<file path="src/rtl/mawg_pkg.sv">
// Shared types and codes for the MAWG UART command framer.
// Frame: cmd, d3, d2, d1, d0, csum (XOR of all six bytes is zero).
package mawg_pkg;

  typedef enum logic [1:0] {
    S_CMD,
    S_DATA,
    S_CSUM
  } state_t;

  localparam logic [7:0] CMD_00 = 8'd0;
  localparam logic [7:0] CMD_01 = 8'd1;
  localparam logic [7:0] CMD_02 = 8'd2;
  localparam logic [7:0] CMD_03 = 8'd3;
  localparam logic [7:0] CMD_04 = 8'd4;
  localparam logic [7:0] CMD_05 = 8'd5;
  localparam logic [7:0] CMD_06 = 8'd6;
  localparam logic [7:0] CMD_07 = 8'd7;
  localparam logic [7:0] CMD_08 = 8'd8;
  localparam logic [7:0] CMD_09 = 8'd9;
  localparam logic [7:0] CMD_10 = 8'd10;
  localparam logic [7:0] CMD_11 = 8'd11;
  localparam logic [7:0] CMD_12 = 8'd12;

  localparam logic [7:0] CMD_MAX   = CMD_12;
  localparam logic [7:0] CMD_CLEAR = 8'd15;

  localparam logic [1:0] ERR_NONE    = 2'd0;
  localparam logic [1:0] ERR_CSUM    = 2'd1;
  localparam logic [1:0] ERR_CMD     = 2'd2;
  localparam logic [1:0] ERR_TIMEOUT = 2'd3;

endpackage

</file>
<file path="src/rtl/mawg_cmd_framer_edge.sv">
// Turns the UART_RX busy falling edge into a one-cycle byte strobe.
// Ports: i_clk, i_rst_n, i_busy in; o_stb out.
module byte_edge_detect (
  input  logic i_clk,
  input  logic i_rst_n,
  input  logic i_busy,
  output logic o_stb
);

  logic r_prev_busy;

  always_ff @(posedge i_clk or negedge i_rst_n) begin
    if (!i_rst_n) r_prev_busy <= 1'b0;
    else          r_prev_busy <= i_busy;
  end

  assign o_stb = r_prev_busy & ~i_busy;

endmodule

</file>
<file path="src/rtl/mawg_cmd_framer.sv">
// Assembles 6-byte UART command frames and issues register writes.
// Ports: clk, rst_n, uart_busy, uart_data in; wr_*, clear_all, frame_err, err_* out.
module mawg_cmd_framer
  import mawg_pkg::*;
#(
  parameter int         TIMEOUT_CYCLES = 20000,
  parameter logic [7:0] MAX_CMD        = CMD_MAX,
  parameter logic [7:0] CLEAR_CMD      = CMD_CLEAR
) (
  input  logic        clk,
  input  logic        rst_n,
  input  logic        uart_busy,
  input  logic [7:0]  uart_data,
  output logic        wr_en,
  output logic [7:0]  wr_addr,
  output logic [31:0] wr_data,
  output logic        clear_all,
  output logic        frame_err,
  output logic [1:0]  err_code,
  output logic [7:0]  err_count
);

  localparam int TW = $clog2(TIMEOUT_CYCLES + 1);
  localparam logic [TW-1:0] TMO_LAST = TW'(TIMEOUT_CYCLES - 1);

  state_t r_state, w_next;

  logic          w_stb;
  logic          w_tmo;
  logic          w_wr, w_clr, w_drop;
  logic [1:0]    w_code;
  logic [7:0]    r_cmd, r_acc;
  logic [31:0]   r_data;
  logic [1:0]    r_idx;
  logic [TW-1:0] r_tmo;

  logic          r_wr_en, r_clr, r_ferr;
  logic [7:0]    r_wr_addr, r_err_count;
  logic [31:0]   r_wr_data;
  logic [1:0]    r_err_code;

  byte_edge_detect u_edge (
    .i_clk   (clk),
    .i_rst_n (rst_n),
    .i_busy  (uart_busy),
    .o_stb   (w_stb)
  );

  // A byte arriving on the expiry cycle wins over the timeout.
  assign w_tmo = (r_state != S_CMD) && !w_stb && (r_tmo == TMO_LAST);

  always_ff @(posedge clk or negedge rst_n) begin
    if (!rst_n) r_state <= S_CMD;
    else        r_state <= w_next;
  end

  always_comb begin
    w_next = r_state;
    unique case (r_state)
      S_CMD:  if (w_stb) w_next = S_DATA;
      S_DATA: begin
        if (w_stb && r_idx == 2'd3) w_next = S_CSUM;
        else if (w_tmo)             w_next = S_CMD;
      end
      S_CSUM: if (w_stb || w_tmo) w_next = S_CMD;
      default: w_next = S_CMD;
    endcase
  end

  always_comb begin
    w_wr   = 1'b0;
    w_clr  = 1'b0;
    w_drop = 1'b0;
    w_code = ERR_NONE;
    if (r_state == S_CSUM && w_stb) begin
      if ((r_acc ^ uart_data) != 8'd0) begin
        w_drop = 1'b1;
        w_code = ERR_CSUM;
      end else if (r_cmd == CLEAR_CMD) begin
        w_clr = 1'b1;
      end else if (r_cmd > MAX_CMD) begin
        w_drop = 1'b1;
        w_code = ERR_CMD;
      end else begin
        w_wr = 1'b1;
      end
    end
    if (w_tmo) begin
      w_drop = 1'b1;
      w_code = ERR_TIMEOUT;
    end
  end

  always_ff @(posedge clk or negedge rst_n) begin
    if (!rst_n) begin
      r_cmd  <= '0;
      r_acc  <= '0;
      r_data <= '0;
      r_idx  <= '0;
    end else if (w_stb) begin
      unique case (r_state)
        S_CMD: begin
          r_cmd <= uart_data;
          r_acc <= uart_data;
          r_idx <= '0;
        end
        S_DATA: begin
          r_data <= {r_data[23:0], uart_data};
          r_acc  <= r_acc ^ uart_data;
          r_idx  <= r_idx + 2'd1;
        end
        default: ;
      endcase
    end
  end

  always_ff @(posedge clk or negedge rst_n) begin
    if (!rst_n)                                 r_tmo <= '0;
    else if (w_stb || w_tmo || r_state == S_CMD) r_tmo <= '0;
    else                                        r_tmo <= r_tmo + TW'(1);
  end

  always_ff @(posedge clk or negedge rst_n) begin
    if (!rst_n) begin
      r_wr_en     <= 1'b0;
      r_clr       <= 1'b0;
      r_ferr      <= 1'b0;
      r_wr_addr   <= '0;
      r_wr_data   <= '0;
      r_err_code  <= ERR_NONE;
      r_err_count <= '0;
    end else begin
      r_wr_en <= w_wr;
      r_clr   <= w_clr;
      r_ferr  <= w_drop;
      if (w_wr) begin
        r_wr_addr <= r_cmd;
        r_wr_data <= r_data;
      end
      if (w_drop) begin
        r_err_code <= w_code;
        if (r_err_count != 8'hFF) r_err_count <= r_err_count + 8'd1;
      end
    end
  end

  assign wr_en     = r_wr_en;
  assign wr_addr   = r_wr_addr;
  assign wr_data   = r_wr_data;
  assign clear_all = r_clr;
  assign frame_err = r_ferr;
  assign err_code  = r_err_code;
  assign err_count = r_err_count;

endmodule

</file>
<file path="config.mk">
export PLATFORM = sky130hd
export DESIGN_NAME = mawg_cmd_framer
export DESIGN_NICKNAME = d
export VERILOG_FILES = /design/src/rtl/mawg_pkg.sv /design/src/rtl/mawg_cmd_framer_edge.sv /design/src/rtl/mawg_cmd_framer.sv
export SDC_FILE = /design/constraint.sdc
export NUM_CORES = 1
export LEC_CHECK = 0
export BUFFER_PORTS_ARGS = -buffer_cell sky130_fd_sc_hd__buf_2
export CAP_MARGIN = 10
export CORE_MARGIN = 1.5
export CORE_UTILIZATION = 35
export DETAILED_ROUTE_END_ITERATION = 10
export PLACE_DENSITY_LB_ADDON = 0.25
export SYNTH_ARGS = -nofsm -noshare
export SYNTH_HDL_FRONTEND = slang
export SYNTH_HIERARCHICAL = 1
export SYNTH_SLANG_ARGS = --single-unit
</file>
<file path="constraint.sdc">
create_clock -name clk -period 3.3 [get_ports clk]
set_input_delay 0.33 -clock clk [delete_from_list [all_inputs] [get_ports clk]]
set_output_delay 0.33 -clock clk [all_outputs]
set_load 0.005 [all_outputs]
</file>
==> reports/qor.yml, run 1 <==
cp_slowest_cell: "dfrtp_1"
grt_pass1_vias: 3077
port_buffers: 63
routedWlPerCell_um: 13.87
synth_nets: 389
root_buffer: "clkbuf_16"
status: "finished clean"
syn2layout_area_growth_pct: 23.15
slowest_delay_ns: 0.41
post_route_cells_drive_above_1_share: 0.3909
tritoncts: "done"
synth_compound_area_frac: 0.03778
hp-class: "in2reg"
slew-limit-headroom: 0.4361
die_area_um2: 14820
critPathArrivalTime_ns: 2.47
yosys.area_share.xor_xnor: 0.04970
crit_start: "r_acc[7]"
worstMarginPinSlew_ns: 0.8427
cts_buffers: 17
grt_start_max_net_pins: 93
synth_top_family_by_area: "multiplexers"
fill_cells: 1295
synth.avg_cell_area_um2: 13.16
rsz0062_at_grt: "no"
h-tree-depth: 4
antenna_found_initial: 0
synth_cells: 375
r2r_cells: 6
synthesis.area_um2: 4935
viasPerCell: 4.709
final_area_um2: 6077
cp.required_ns: 3.58
min_period_ns: 2.192
register_area_um2: 3028
cts-resized-gates: 0
synth_warnings: 6
dpl_cell_area_um2: 5484
endpoint_kind: "flop"
holdWs_ns: 0.07864
crit_path_start_kind: "flop"
place.gp.congestion: 0.6936
fp.dieH_um: 121.7
finClkSkew_ns: 0.008365
vias: 3028
multi_input_area_um2: 1837
firstDrtPassIters: 4
start_util: 0.3569
timing.rr.start: "r_acc[7]"
ys_types: 35
die_x_um: 121.7
cellPowerDensity_nw_per_um2: 739.5
slew_violations: 0
critPathKind: "reg2reg"
synthMuxAreaShare: 0.1780
path_clk_slew_ns: 0.06
fin_cells: 643
drt_iter0_markers: 163
grt_overflow: 0
grt_use_total: 0.1304
finalHoldViolCount: 0
ir_worst_vdd_uv: 365.7
core-area_um2: 13830
yosys.area_share.simple: 0.09686
placedCellCount: 610
io-pin-count: 64
hpwl_um: 5978
min_period_over_period: 0.6642
grt_pass1_wl_um: 15040
fin_nets: 464
cts_sinks: 121
reg2reg_to: "wr_data[22]"
n_antenna_cell: 0
ys_seq_area_frac: 0.6136
setup_viol: 0
endpoint: "wr_data[22]"
reg2reg_slack_ns: 1.11
drc: 0
path_max_fanout: 28
clock.fmax_mhz: 456.3
p_leak_nw: 3.025
setup_tns_ns: 0
drt_wl_total_um: 8916
num_rows: 43
path_cells: "xor2_1 > nor4_1 > and4_1 > o21ai_4 > buf_4 > mux2_2"
power_mw: 4.494
synth-adder-area-share: 0.007606
antenna_left: 0
clock_path_buffers: 2
clk_latency_ns: 0.40
drv_cap: 0
ys_ff_latch: 121
==> cells in the final DEF, fill, tap and decap left out, types with 2 or more instances in the layout <==
cell	count
nand3_1	21
nand4_1	2
o21ai_0	10
clkbuf_16	17
nand2b_1	4
and4_1	4
and3_1	3
nand2_1	17
clkinv_4	3
mux2_1	2
and2_1	4
xor2_1	20
clkbuf_8	3
ha_1	3
buf_2	62
a21oi_1	16
nor2_1	26
nor4_1	4
inv_6	2
inv_1	7
xnor2_1	8
clkinvlp_4	5
buf_4	5
dfrtp_1	121
mux2_2	76
==> per-stage QoR <==
step | utilization | setup slack (ns)
after floorplan | - | 1.287
after global placement | 0.3966 | 1.062
after detailed placement | 0.3966 | 1.037
after CTS | 0.4395 | 1.096
after global routing | 0.4395 | 0.9586
final | 0.4395 | 1.108
==> worst min path at each step <==
stage	endpoint	start	slack, ns	cells past startpoint
floorplan	clear_all	rst_n	0.03	0
global placement	wr_data[31]	rst_n	0.27	1
detailed placement	wr_data[31]	rst_n	0.28	1
CTS	u_edge/r_prev_busy	uart_busy	0.07	1
global route	u_edge/r_prev_busy	uart_busy	0.07	1
finish	u_edge/r_prev_busy	uart_busy	0.08	1
==> where the power goes <==
part,leakage [nW],switching (mW),internal [mW]
Sequential,1.58,0.254,1.83
Clock,0.271,0.660,1.10
Combinational,1.18,0.293,0.361
Total,3.02,1.21,3.29
==> repair_timing <==
| item | 4_1_cts | 5_1_grt |
|---|---|---|
| hold buffers | 1 | 0 |
| endpoints found under the hold margin | 29 | 0 |
| setup buffers | 0 | 0 |
==> worst max-delay path: cells and delay by family (launching register included) <==
kind                      cells  cell delay (ns)
AOI/OAI and AO/OA             1             0.16
xor gates and xnor gates      1             0.15
buffers and inverters         1             0.29
DFF                           1             0.41
muxes                         1             0.32
and+or+nand+nor               2             0.74
==> logic make-up (layout without fill, tap and decap cells) <==
group                      Yosys count  after routing
DFF                                121            121
and+or+nand+nor                     93             93
muxes                               78             78
AOI/OAI and AO/OA                   32             32
xor gates and xnor gates            28             28
buffers and inverters               20            108
adders and majority gates            3              3
==> layer usage <==
layer,track usage,share of wire,wire [µm],vias to the layer above
met3,0.03933,0.042,375,6
met5,0,0,0,-
li1,-,-,-,1459
met1,0.1712,0.47,4222,1514
met2,0.2015,0.47,4208,49
met4,0.05294,0.012,110,0
==> synthesized netlist by cell type <==
library cell  number  share of area
nor2b_4            1         0.0028
nor4_1             4         0.0051
nand2_1           17          0.013
nor2b_1            1         0.0013
nand2b_1           4         0.0051
mux2_1             2         0.0046
o21bai_1           1         0.0015
nor3b_1            1         0.0015
nor2_1            26          0.020
and3_1             3         0.0038
inv_1              7         0.0053
nand4_1            2         0.0025
nand4bb_1          1         0.0023
buf_1              1        0.00076
clkbuf_1           7         0.0053
a21oi_1           16          0.016
mux2_2            76           0.17
xnor2_1            8          0.014
ha_1               3         0.0076
o21ai_1            1         0.0010
xor2_1            20          0.035
nand3_1           21          0.021
nor3_1             1         0.0010
o22ai_1            1         0.0013
and4_1             4         0.0071
a32o_1             1         0.0020
a21bo_2            1         0.0020
or4_1              1         0.0015
a31o_4             1         0.0036
dfrtp_1          121           0.61
buf_2              5         0.0051
and3b_1            1         0.0018
o21ai_0           10          0.010
nor3_2             1         0.0020
and2_1             4         0.0051
==> registers in the layout, summed over array words and instances, names as in the netlist <==
| register | flops |
|---|---|
| r_state | 2 |
| r_tmo | 15 |
| wr_addr | 8 |
| clear_all | 1 |
| err_code | 2 |
| wr_data | 32 |
| r_cmd | 8 |
| r_idx | 2 |
| r_acc | 8 |
| u_edge/r_prev_busy | 1 |
| wr_en | 1 |
| r_data | 32 |
| frame_err | 1 |
| err_count | 8 |
==> area by class of cell <==
type	count	share of cell area
inverters	7	0.004324
clock inverters	12	0.01915
clock buffers	20	0.07680
well taps	180	0.03706
multi-input cells	234	0.3022
repair buffers	69	0.06218
flip-flops and latches	121	0.4982
(Power assumes the default switching activity.)
==> run 2: changes to the inputs <==
==> constraint.sdc (replaced) <==
create_clock -name clk -period 2.1 [get_ports clk]
set_input_delay 0.21 -clock clk [delete_from_list [all_inputs] [get_ports clk]]
set_output_delay 0.21 -clock clk [all_outputs]
set_load 0.005 [all_outputs]
==> run 2 against run 1 <==
Core utilization rose by 1.1 points. Final area up 2.4%. Highest routed layer unchanged. Die area stayed put.
==> reports/qor.yml, run 2 (synthesis gave the netlist of run 1 again) <==
status: "finished clean"  # unchanged
register_area_um2: 3028  # unchanged
ir_worst_vdd_uv: 594.4  # was 365.7 µV
hold_path_depth: 2  # was 1
finalHoldViolCount: 0  # unchanged
slew-limit-headroom: 0.6753  # was 0.4361
holdCritStartpoint: "uart_data[2]"  # was uart_busy
finClkSkew_ns: 0.006891  # was 0.008365 ns
fin_ws_ns: 0.08760  # was 1.108 ns
firstDrtPassIters: 4  # unchanged
fin_cells: 654  # was 643
cp.required_ns: 2.38  # was 3.58 ns
clk_latency_ns: 0.40  # about the same
clock_path_buffers: 2  # unchanged
antenna_found_initial: 0  # unchanged
hold_path_end: "r_data[2]"  # was u_edge/r_prev_busy
hp-class: "in2reg"  # unchanged
holdWs_ns: 0.1424  # was 0.07864 ns
grt_use_total: 0.1356  # was 0.1304
start_util: 0.3569  # unchanged
multi_input_area_um2: 1843  # was 1837 µm²
io-pin-count: 64  # unchanged
grtUsageMet1: 0.1733  # was 0.1712
core-area_um2: 13830  # unchanged
final_util: 0.4501  # was 0.4395
critPathArrivalTime_ns: 2.29  # was 2.47 ns
drt_wl_total_um: 9234  # was 8916 µm
grt_util_met3: 0.04120  # was 0.03933
die_area_um2: 14820  # unchanged
grt_pass1_wl_um: 15400  # was 15040 µm
grt_overflow: 0  # unchanged
fill_cells: 1260  # was 1295
dpl_worst_slack_ns: 0.02019  # was 1.037 ns
n_antenna_cell: 0  # unchanged
root_buffer: "clkbuf_16"  # unchanged
port_buffers: 63  # unchanged
place.gp.congestion: 0.7050  # was 0.6936
grt_start_max_net_pins: 47  # was 93
min_period_over_period: 0.9583  # was 0.6642
r2r_cells: 5  # was 6
clock.fmax_mhz: 496.9  # was 456.3 MHz
layout.cells.most_common_list: "dfrtp_1 (121), mux2_2 (76), buf_2 (62), nor2_1 (26), nand3_1 (21)"  # unchanged
worstMarginPinSlew_ns: 0.4870  # was 0.8427 ns
cellPowerDensity_nw_per_um2: 1162  # was 739.5 nW/µm²
path_max_fanout: 7  # was 28
syn2layout_area_growth_pct: 26.12  # was 23.15%
drv_cap: 0  # unchanged
min_period_ns: 2.012  # was 2.192 ns
grt_pass1_vias: 3146  # was 3077
cts_sinks: 121  # unchanged
viasPerCell: 4.702  # was 4.709
placedCellCount: 619  # was 610
busiest_layer: "met2"  # unchanged
final_common_cell: "dfrtp_1"  # unchanged
setup_viol: 0  # unchanged
post_route_cells_drive_above_1_share: 0.4051  # was 0.3909
final_area_um2: 6223  # was 6077 µm²
setup_tns_ns: 0  # unchanged
drc: 0  # unchanged
reg2reg_slack_ns: 0.09  # was 1.11 ns
die_x_um: 121.7  # unchanged
fp.dieH_um: 121.7  # unchanged
dpl_cell_area_um2: 5602  # was 5484 µm²
timing.rr.start: "r_tmo[1]"  # was r_acc[7]
antenna_left: 0  # unchanged
use_met2: 0.2114  # was 0.2015
reg2reg_to: "err_count[1]"  # was wr_data[22]
crit_path_start_kind: "flop"  # unchanged
hpwl_um: 6254  # was 5978 µm
vias: 3075  # was 3028
slew_violations: 0  # unchanged
tritoncts: "done"  # unchanged
fin_nets: 475  # was 464
p_leak_nw: 3.109  # was 3.025 nW
critPathKind: "reg2reg"  # unchanged
cts_buffers: 17  # unchanged
endpoint_kind: "flop"  # unchanged
h-tree-depth: 4  # unchanged
power_mw: 7.229  # was 4.494 mW
routedWlPerCell_um: 14.12  # was 13.87 µm
num_rows: 43  # unchanged
drt_iter0_markers: 137  # was 163
path_clk_slew_ns: 0.06  # about the same
## run 2: changes by cell type in the layout (fill, tap and decap cells not counted)
cell,previous run,this run
inv_6,2,3
ha_2,0,1
clkinvlp_4,5,3
clkinv_2,1,2
buf_4,5,11
clkbuf_8,3,1
or4_1,1,0
clkbuf_1,0,1
or4_4,0,1
bufinv_16,1,2
dlygate4sd3_1,1,2
ha_1,3,2
buf_12,1,5
## run 2: worst max-delay path by stage
stage | start | endpoint | slack, ns | cells after the start
floorplan | r_tmo[0] | err_count[1] | 0.09 | 6
global placement | r_tmo[0] | err_count[1] | 0.09 | 5
detailed placement | r_tmo[0] | err_count[1] | 0.02 | 5
CTS | r_tmo[0] | err_count[1] | 0.01 | 5
global route | r_tmo[1] | err_count[1] | -0.006 | 5
finish | r_tmo[1] | err_count[1] | 0.09 | 5
## run 2: area by class of cell
cell class | count | area share
Sequential cell | 121 | 0.4865
Clock buffer | 19 | 0.07117
Timing Repair Buffer | 80 | 0.08243
Tap cell | 180 | 0.03619
Multi-Input combinational cell | 234 | 0.2961
Clock inverter | 13 | 0.02332
Inverter | 7 | 0.004222
## run 2: worst max-delay path, cell delays in order (launching register included)
cell and delay [ns]:
dfrtp_1 0.37, ha_2 0.22, nand4_1 0.14, or4_4 0.56, a31o_4 0.27, mux2_1 0.32
## run 2: power breakdown
part / switching (mW) / total (mW) / internal, mW
clock: 1.05 / 2.84 / 1.79
sequential: 0.392 / 3.26 / 2.87
combinational: 0.497 / 1.13 / 0.633
total: 1.94 / 7.23 / 5.29
## run 2: layer usage
metal	vias up	routed length, µm
li1	1483	-
met1	1532	4334
met2	48	4442
met3	12	307
met4	0	150
met5	-	0
## run 2: what timing repair did
item,4_1_cts,5_1_grt
setup endpoints to repair,0,7
endpoints found under the hold margin,35,0
resized for setup,0,2
buffers inserted,0,1
hold buffers,2,0
==> run 3: changes to the inputs <==
--- a/config.mk
+++ b/config.mk
@@ -10,7 +10,8 @@
 export CORE_MARGIN = 1.5
 export CORE_UTILIZATION = 35
 export DETAILED_ROUTE_END_ITERATION = 10
-export PLACE_DENSITY_LB_ADDON = 0.25
+export PLACE_DENSITY_LB_ADDON = 0.12
+export SETUP_SLACK_MARGIN = 0.1
 export SYNTH_ARGS = -nofsm -noshare
 export SYNTH_HDL_FRONTEND = slang
 export SYNTH_HIERARCHICAL = 1
==> run 3 against run 2 <==
Die area stayed put. Clock skew shrank 0.0023 ns. Sequential share of layout area fell by 0.87 points. Final area up 1.8%. Cell count up 1.5%. Routed wire length up 3.2%. Core utilization increased by 0.82 points. Power increased by 1.0%. Register-to-register slack improved by 0.09 ns. Fmax is 4.2% higher. Critical path depth is 3 higher. Critical path type is now in2reg. Critical endpoint is now err_count[7].
==> reports/qor.yml, run 3 (synthesis gave the netlist of run 1 again) <==
comb_power_share: 0.161  # was 0.156
finalHoldViolCount: 0  # unchanged
p_sw_mw: 1.934  # was 1.939 mW
hpwl_um: 6193  # was 6254 µm
path_clk_slew_ns: 0.06  # about the same
port_buffers: 63  # unchanged
tritoncts: "done"  # unchanged
min_period_ns: 1.931  # was 2.012 ns
drt_wl_total_um: 9525  # was 9234 µm
register_area_um2: 3028  # unchanged
critPathKind: "in2reg"  # was reg2reg
min_period_over_period: 0.9193  # was 0.9583
clock.fmax_mhz: 518.0  # was 496.9 MHz
intPower_mw: 5.367  # was 5.290 mW
pwr-share-clk: 0.392  # was 0.393
status: "finished clean"  # unchanged
grt_start_max_net_pins: 122  # was 47
crit_path_start_kind: "input port"  # was flop
rsz0062_at_grt: "yes"
slew-limit-headroom: 0.5632  # was 0.6753
die_x_um: 121.7  # unchanged
layout.cells.most_common_list: "dfrtp_1 (121), mux2_2 (76), buf_2 (62), nor2_1 (26)"  # was dfrtp_1 (121), mux2_2 (76), buf_2 (62), nor2_1 (26), nand3_1 (21)
h-tree-depth: 4  # unchanged
core-area_um2: 13830  # unchanged
die_area_um2: 14820  # unchanged
cellPowerDensity_nw_per_um2: 1152  # was 1162 nW/µm²
antenna_left: 0  # unchanged
slew_violations: 0  # unchanged
fill_cells: 1286  # was 1260
cts_sinks: 121  # unchanged
place.gp.congestion: 0.6882  # was 0.7050
grt_pass1_wl_um: 15540  # was 15400 µm
antenna_found_initial: 0  # unchanged
syn2layout_area_growth_pct: 28.42  # was 26.12%
switching_share: 0.2650  # was 0.2683
fin_nets: 485  # was 475
path_max_fanout: 7  # unchanged
multi_input_area_um2: 1877  # was 1843 µm²
holdWs_ns: 0.1453  # was 0.1424 ns
cp.required_ns: 2.43  # was 2.38 ns
grt_pass1_vias: 3064  # was 3146
n_antenna_cell: 0  # unchanged
final_common_cell: "dfrtp_1"  # unchanged
slowest_delay_ns: 0.56  # about the same
worstMarginPinSlew_ns: 0.6552  # was 0.4870 ns
fp.dieH_um: 121.7  # unchanged
post_route_cells_drive_above_1_share: 0.4256  # was 0.4051
critPathArrivalTime_ns: 2.26  # was 2.29 ns
firstDrtPassIters: 4  # unchanged
vias: 3082  # was 3075
ir_worst_vdd_uv: 633.3  # was 594.4 µV
num_rows: 43  # unchanged
cts_buffers: 17  # unchanged
viasPerCell: 4.642  # was 4.702
setup_tns_ns: 0  # unchanged
cp_slowest_cell: "or4_4"  # unchanged
finClkSkew_ns: 0.004563  # was 0.006891 ns
grt_overflow: 0  # unchanged
drt_iter0_markers: 140  # was 137
routedWlPerCell_um: 14.34  # was 14.12 µm
p_leak_nw: 3.169  # was 3.109 nW
setup_viol: 0  # unchanged
power.share.sequential: 0.446  # was 0.451
drc: 0  # unchanged
endpoint_kind: "flop"  # unchanged
grt_use_total: 0.1399  # was 0.1356
clock_path_buffers: 2  # unchanged
io-pin-count: 64  # unchanged
start_util: 0.3569  # unchanged
drv_cap: 0  # unchanged
clk_latency_ns: 0.41  # was 0.40 ns
hp-class: "in2reg"  # unchanged
root_buffer: "clkbuf_16"  # unchanged
path_cells: "dlygate4sd3_1 > buf_2 > nor2b_4 > o21bai_4 > or4_4 > a31o_4 > nor3_2 > xor2_1"  # was ha_2 > nand4_1 > or4_4 > a31o_4 > mux2_1
run 3: cell count changes in the layout (fill, tap and decap cells not counted):
cell      previous run  this run
buf_4               11        21
inv_6                3         0
nor4_1               4         1
nor4_2               0         3
clkbuf_8             1         3
clkbuf_1             1         2
mux2_1               2         1
mux2_4               0         1
o21bai_1             1         0
o21bai_4             0         1
run 3: per-layer routing:
| layer | GRT usage | share of wire |
|---|---|---|
| met1 | 0.1910 | 0.49 |
| met5 | 0 | 0 |
| met2 | 0.1980 | 0.46 |
| met4 | 0.07500 | 0.022 |
| met3 | 0.04354 | 0.034 |
run 3: final timing paths:
path	startpoint	to	slack, ns	cells after the start
setup / recovery	uart_busy	err_count[7]	0.17	8
hold / removal	uart_data[5]	r_data[5]	0.15	2
setup reg to reg	u_edge/r_prev_busy	err_count[7]	0.18	6
hold reg to reg	wr_addr[6]	wr_addr[6]	0.48	1
max in group asynchronous	rst_n	r_data[22]	1.18	3
min in group asynchronous	rst_n	err_count[2]	0.42	3
run 3: power by group through the flow:
stage / registers, mW / clock network [mW] / logic (mW)
after floorplan: 3.18 / 0 / 0.816
after global placement: 3.28 / 0 / 1.11
after detailed placement: 3.31 / 0 / 1.15
after CTS: 3.27 / 2.95 / 1.16
after global routing: 3.35 / 3.05 / 1.31
final: 3.26 / 2.86 / 1.18
run 3: what timing repair did:
| item | in CTS | in global routing |
|---|---|---|
| hold buffers | 2 | 0 |
| gates resized for setup | 1 | 6 |
| endpoints found under the setup margin | 16 | 43 |
| pin swaps | 0 | 1 |
| hold endpoints to repair | 122 | 0 |
| buffers inserted | 1 | 7 |
| cloned | 0 | 0 |
run 3: cell type report:
type                       count  area share
clock buffer                  22     0.07483
clock inverter                10     0.01876
inverter                       7    0.004146
multi-input combinational    234      0.2961
sequential                   121      0.4778
tap                          180     0.03554
timing repair buffer          90     0.09279
run 3: critical path: cells and delay by family:
kind | cells | cell delay [ns]
buf+inv | 2 | 0.65
xor+xnor | 1 | 0.16
simple gates | 3 | 0.80
compound gates | 2 | 0.44
run 3: metrics by stage:
stage | setup slack, ns | power (mW) | cells | area (µm²) | util
2_1_floorplan | 0.09308 | 3.999 | 375 | 4937 | -
3_3_place_gp | 0.04028 | 4.389 | 622 | 5627 | 0.4069
3_5_place_dp | 0.0003986 | 4.453 | 622 | 5627 | 0.4069
4_1_cts | 0.1020 | 7.380 | 657 | 6251 | 0.4521
5_1_grt | 0.06121 | 7.717 | 664 | 6337 | 0.4583
6_report | 0.1695 | 7.301 | 664 | 6337 | 0.4583
